--- config.mk ---
export PLATFORM = sky130hd
export DESIGN_NAME = vga_video_out
export DESIGN_NICKNAME = d
export VERILOG_FILES = /design/src/rtl/vga_video_out.sv
export SDC_FILE = /design/constraint.sdc
export NUM_CORES = 1
export LEC_CHECK = 0
export BUFFER_PORTS_ARGS = -buffer_cell sky130_fd_sc_hd__clkbuf_2
export CAP_MARGIN = 20
export CORE_MARGIN = 3
export CORE_UTILIZATION = 55
export CTS_CLUSTER_DIAMETER = 200
export CTS_CLUSTER_SIZE = 16
export DETAILED_ROUTE_END_ITERATION = 7
export PLACE_DENSITY_LB_ADDON = 0.05
export REMOVE_ABC_BUFFERS = 1
export SYNTH_ARGS = -nofsm -noshare
export SYNTH_HDL_FRONTEND = slang
export SYNTH_SLANG_ARGS = --single-unit
export TNS_END_PERCENT = 30
--- constraint.sdc ---
create_clock -name i_Clk -period 5 [get_ports i_Clk]
set_clock_uncertainty 0.2 [all_clocks]
set_input_delay 0.75 -clock i_Clk [delete_from_list [all_inputs] [get_ports i_Clk]]
set_output_delay 0.75 -clock i_Clk [all_outputs]
set_load 0.1 [all_outputs]
--- src/rtl/vga_video_out.sv ---
// VGA output stage: realigns raw sync counters to the draw-bit latency, derives
// active-low syncs, maps draw to frame-latched colours and registers every pin.
module vga_video_out #(
    parameter int unsigned VIDEO_WIDTH   = 3,
    parameter int unsigned TOTAL_COLS    = 800,
    parameter int unsigned TOTAL_ROWS    = 525,
    parameter int unsigned ACTIVE_COLS   = 640,
    parameter int unsigned ACTIVE_ROWS   = 480,
    parameter int unsigned H_FRONT_PORCH = 16,
    parameter int unsigned H_SYNC_WIDTH  = 96,
    parameter int unsigned V_FRONT_PORCH = 10,
    parameter int unsigned V_SYNC_WIDTH  = 2,
    parameter int unsigned DRAW_LATENCY  = 1
) (
    input  logic                       i_Clk,
    input  logic                       i_Rst,
    input  logic [9:0]                 i_Col_Count,
    input  logic [9:0]                 i_Row_Count,
    input  logic                       i_Draw,
    input  logic [3*VIDEO_WIDTH-1:0]   i_Fg_Rgb,
    input  logic [3*VIDEO_WIDTH-1:0]   i_Bg_Rgb,
    output logic                       o_VGA_HSync,
    output logic                       o_VGA_VSync,
    output logic [VIDEO_WIDTH-1:0]     o_Red,
    output logic [VIDEO_WIDTH-1:0]     o_Grn,
    output logic [VIDEO_WIDTH-1:0]     o_Blu,
    output logic                       o_Frame_Start
);

    localparam int unsigned RGB_W = 3 * VIDEO_WIDTH;

    localparam logic [9:0] C_TOTAL_COLS  = 10'(TOTAL_COLS);
    localparam logic [9:0] C_TOTAL_ROWS  = 10'(TOTAL_ROWS);
    localparam logic [9:0] C_ACTIVE_COLS = 10'(ACTIVE_COLS);
    localparam logic [9:0] C_ACTIVE_ROWS = 10'(ACTIVE_ROWS);
    localparam logic [9:0] C_HS_FIRST    = 10'(ACTIVE_COLS + H_FRONT_PORCH);
    localparam logic [9:0] C_HS_LAST     = 10'(ACTIVE_COLS + H_FRONT_PORCH + H_SYNC_WIDTH - 1);
    localparam logic [9:0] C_VS_FIRST    = 10'(ACTIVE_ROWS + V_FRONT_PORCH);
    localparam logic [9:0] C_VS_LAST     = 10'(ACTIVE_ROWS + V_FRONT_PORCH + V_SYNC_WIDTH - 1);

    logic [9:0]       w_DCol;
    logic [9:0]       w_DRow;
    logic             w_DValid;
    logic             w_In_Range;
    logic             w_Active;
    logic             w_HS_Low;
    logic             w_VS_Low;
    logic             w_Frame_Start;
    logic [RGB_W-1:0] w_Fg_Next;
    logic [RGB_W-1:0] w_Bg_Next;
    logic [RGB_W-1:0] w_Rgb_Next;

    logic [RGB_W-1:0] r_Fg;
    logic [RGB_W-1:0] r_Bg;
    logic [RGB_W-1:0] r_Rgb;
    logic             r_HSync;
    logic             r_VSync;
    logic             r_Frame_Start;

    // Delay line brings the counters into step with i_Draw.
    if (DRAW_LATENCY == 0) begin : g_bypass
        assign w_DCol   = i_Col_Count;
        assign w_DRow   = i_Row_Count;
        assign w_DValid = ~i_Rst;
    end else begin : g_pipe
        logic [9:0] r_Col_Pipe   [DRAW_LATENCY];
        logic [9:0] r_Row_Pipe   [DRAW_LATENCY];
        logic       r_Valid_Pipe [DRAW_LATENCY];

        always_ff @(posedge i_Clk or posedge i_Rst) begin
            if (i_Rst) begin
                for (int unsigned i = 0; i < DRAW_LATENCY; i++) begin
                    r_Col_Pipe[i]   <= '0;
                    r_Row_Pipe[i]   <= '0;
                    r_Valid_Pipe[i] <= 1'b0;
                end
            end else begin
                r_Col_Pipe[0]   <= i_Col_Count;
                r_Row_Pipe[0]   <= i_Row_Count;
                r_Valid_Pipe[0] <= 1'b1;
                for (int unsigned i = 1; i < DRAW_LATENCY; i++) begin
                    r_Col_Pipe[i]   <= r_Col_Pipe[i-1];
                    r_Row_Pipe[i]   <= r_Row_Pipe[i-1];
                    r_Valid_Pipe[i] <= r_Valid_Pipe[i-1];
                end
            end
        end

        assign w_DCol   = r_Col_Pipe[DRAW_LATENCY-1];
        assign w_DRow   = r_Row_Pipe[DRAW_LATENCY-1];
        assign w_DValid = r_Valid_Pipe[DRAW_LATENCY-1];
    end

    // Out-of-range counts count as blanking, so syncs stay high there.
    always_comb begin
        w_In_Range    = (w_DCol < C_TOTAL_COLS) && (w_DRow < C_TOTAL_ROWS);
        w_Active      = w_DValid && (w_DCol < C_ACTIVE_COLS) && (w_DRow < C_ACTIVE_ROWS);
        w_HS_Low      = w_DValid && w_In_Range && (w_DCol >= C_HS_FIRST) && (w_DCol <= C_HS_LAST);
        w_VS_Low      = w_DValid && w_In_Range && (w_DRow >= C_VS_FIRST) && (w_DRow <= C_VS_LAST);
        w_Frame_Start = w_DValid && (w_DCol == '0) && (w_DRow == '0);
        w_Fg_Next     = w_Frame_Start ? i_Fg_Rgb : r_Fg;
        w_Bg_Next     = w_Frame_Start ? i_Bg_Rgb : r_Bg;
        w_Rgb_Next    = '0;
        if (w_Active) begin
            w_Rgb_Next = i_Draw ? w_Fg_Next : w_Bg_Next;
        end
    end

    always_ff @(posedge i_Clk or posedge i_Rst) begin
        if (i_Rst) begin
            r_Fg          <= '1;
            r_Bg          <= '0;
            r_Rgb         <= '0;
            r_HSync       <= 1'b1;
            r_VSync       <= 1'b1;
            r_Frame_Start <= 1'b0;
        end else begin
            r_Fg          <= w_Fg_Next;
            r_Bg          <= w_Bg_Next;
            r_Rgb         <= w_Rgb_Next;
            r_HSync       <= ~w_HS_Low;
            r_VSync       <= ~w_VS_Low;
            r_Frame_Start <= w_Frame_Start;
        end
    end

    assign o_VGA_HSync   = r_HSync;
    assign o_VGA_VSync   = r_VSync;
    assign o_Red         = r_Rgb[3*VIDEO_WIDTH-1:2*VIDEO_WIDTH];
    assign o_Grn         = r_Rgb[2*VIDEO_WIDTH-1:VIDEO_WIDTH];
    assign o_Blu         = r_Rgb[VIDEO_WIDTH-1:0];
    assign o_Frame_Start = r_Frame_Start;

endmodule

==> results.yml <==
route:
  antenna_left: 0
  via_per_inst: 5.586
  routed-wl-met2_um: 1903
  initialDrtViolationCount: 55
  top_layer_used: "met4"
  dr_total_vias: 1324
  drc: 0
  routed_wl_um: 3863
  wire_per_inst_um: 16.30
  wl_met3_um: 253
  firstDrtPassIters: 4
  met1_length_um: 1646
layout:
  nets: 231
  final_common_cell: "clkbuf_2"
  area_delta_synth_final_pct: 20.66
  num_antenna_cells: 0
  final_cell_mix: "clkbuf_2, dfrtp_1, dfstp_2, mux2_4"
  final_cells: 237
  drive_above_1_share: 0.5079
clocking:
  tritoncts: "built"
  cts.path.max_buffers: 2
  clk_pin_slew_ns: 0.09
  htree_levels: 2
  cts-resized-gates: 0
  cts_hold_buf: 0
  cts_sinks: 51
  clk_latency_ns: 0.30
  cts_buffers: 5
  cts_setup_buffers: 0
  root_buffer: "clkbuf_8"
timing:
  rsz0062_at_grt: "false"
  fin_crit_sh: 0.5897
  drv_slew: 0
  period_needed_ns: 2.949
  hold_viol: 0
  setup_tns_ns: 0
  slew_headroom: 0.5588
  tightest_slew_ns: 0.6582
  setup_viol: 0
  fmax_ghz: 0.3391
  timing.hold.ws_ns: 0.1836
setup_path:
  path_buf_inv: 1
  r2r_slack_ns: 2.05
  crit_path_start_kind: "register"
  crit_type: "register to register"
  cp_slowest_cell: "nor4_4"
  end_kind: "register"
  worstPathMaxFanout: 21
  max_stage_delay_ns: 0.60
  crit_chain: "or4_4 -> nor4_4 -> and2_1 -> buf_16 -> mux2_2"
  worstPathArrival_ns: 2.94
  cp.required_ns: 4.99
  cpLargestDelayFamily: "simple AND/OR/NAND/NOR gates"
power:
  leakagePower_uw: 0.001147
  max-vdd-ir-drop_mv: 0.1811
  power_uw: 720.0
  power_density_mw_per_mm2: 292.4
grt:
  antenna_found_initial: 0
  grt_pass1_vias: 1370
  grt_overflow: 0
  grt_pass1_wl_um: 6389
  grt_usage: 0.1957
  grt_max_degree: 52
min_path:
  hp-class: "primary input to async pin"
synth:
  netlist_instances: 134
  synth_area_mm2: 0.002041
  ys_warn_count: 0
  syn_avg_cell_area_um2: 15.23
  synth-seq-area-share: 0.6321
  ys_types: 32
  synth_seq_cells: 51
run_status:
  status: "finished, final reports clean"
floorplanning:
  start_util: 0.5929
  die_h_um: 66.91
  dieArea_mm2: 0.004477
  die_width_um: 66.91
  boundaryPins: 53
  fp-row-count: 21
  coreArea_mm2: 0.003442
job:
  cap_viol_max_count: 0
placed_design:
  placed_cells: 228
  io_buffers: 52
  dp_hpwl_um: 2696
  gp_congestion: 0.7209
-- worst register-to-register path, delay by kind of cell, from the launching register on --
family,cells,cell delay [ns]
muxes,1,0.34
and+or+nand+nor,3,1.69
buffers and inverters,1,0.23
DFF,1,0.39
-- cell type report --
cell class / instances / area [µm²]
flip-flops and latches: 51 / 1290
clock buffers: 8 / 100.1
multi-input cells: 77 / 703.2
repair buffers: 54 / 307.8
fillers: 264 / 979.7
inverters: 1 / 3.754
well taps: 46 / 57.56
-- power breakdown --
part           total (µW)  switching (µW)  internal (µW)
combinational        43.3            24.3           19.0
sequential            427            5.21            421
clock                 250             124            126
-- final timing paths --
check / startpoint / to / cells after the start
max in group asynchronous: i_Rst / r_Fg[0] / 3
worst max-delay path: g_pipe.r_Row_Pipe[5] / r_Bg[8] / 5
worst max register to register: g_pipe.r_Row_Pipe[5] / r_Bg[8] / 5
min in group i_Clk: r_Bg[8] / r_Bg[8] / 1
worst min-delay path: i_Rst / r_Rgb[7] / 2
worst min register to register: r_Bg[8] / r_Bg[8] / 1
-- through the flow --
stage | cell area, µm² | utilization | setup WS [ns]
2_1_floorplan | 1997 | - | 2.074
3_3_place_gp | 2315 | 0.6725 | 1.666
3_5_place_dp | 2342 | 0.6805 | 2.044
4_1_cts | 2442 | 0.7096 | 2.036
5_1_grt | 2462 | 0.7154 | 1.892
6_report | 2462 | 0.7154 | 2.051
-- synth_stat cells --
cell / number / area, µm²
nor4_4: 1 / 21.27
nor2_1: 1 / 3.750
buf_12: 1 / 20.02
nor3_2: 1 / 10.01
a221oi_1: 9 / 78.83
or4_4: 1 / 11.26
nand2_1: 2 / 7.510
nand3_1: 2 / 10.01
inv_1: 1 / 3.750
nand4b_1: 2 / 17.52
and2_1: 1 / 6.260
buf_2: 1 / 5.000
nand4_1: 1 / 6.260
nor2b_1: 9 / 56.30
a211oi_1: 9 / 67.56
clkbuf_1: 1 / 3.750
nor3_1: 1 / 5.000
or3b_2: 1 / 8.760
mux2i_1: 9 / 90.09
dfstp_2: 11 / 289.0
o21ai_0: 1 / 5.000
mux2_2: 8 / 90.09
a311o_1: 1 / 10.01
conb_1: 1 / 3.750
mux2_4: 10 / 150.1
dfrtp_1: 40 / 1001
or4_1: 3 / 22.52
or2_2: 1 / 6.260
a31o_2: 1 / 8.760
buf_6: 1 / 11.26
buf_1: 1 / 3.750
or3_1: 1 / 6.260
-- flip-flops by register name (all words and copies together), names as in the netlist --
| name | cells |
|---|---|
| g_pipe.r_Col_Pipe | 10 |
| g_pipe.r_Row_Pipe | 10 |
| g_pipe.r_Valid_Pipe | 1 |
| o_Frame_Start | 1 |
| o_VGA_HSync | 1 |
| o_VGA_VSync | 1 |
| r_Bg | 9 |
| r_Fg | 9 |
| r_Rgb | 9 |
-- per-layer routing --
metal,vias to the layer above,GRT usage
met4,0,0.06582
met3,8,0.05565
met2,46,0.3106
met1,659,0.2578
met5,-,0
li1,611,-
-- logic make-up (layout without fill, tap and decap cells) --
kind of cell	count (synthesis)	count (layout)	share of synthesized area
flip-flops	51	51	0.6321
AND/OR/NAND/NOR	28	28	0.09749
multiplexers	27	27	0.1619
AO/OA/AOI/OAI	21	21	0.08338
buffers and inverters	6	63	0.02329
other	1	1	0.001838
No activity file was read; power rests on OpenSTA's default activity.
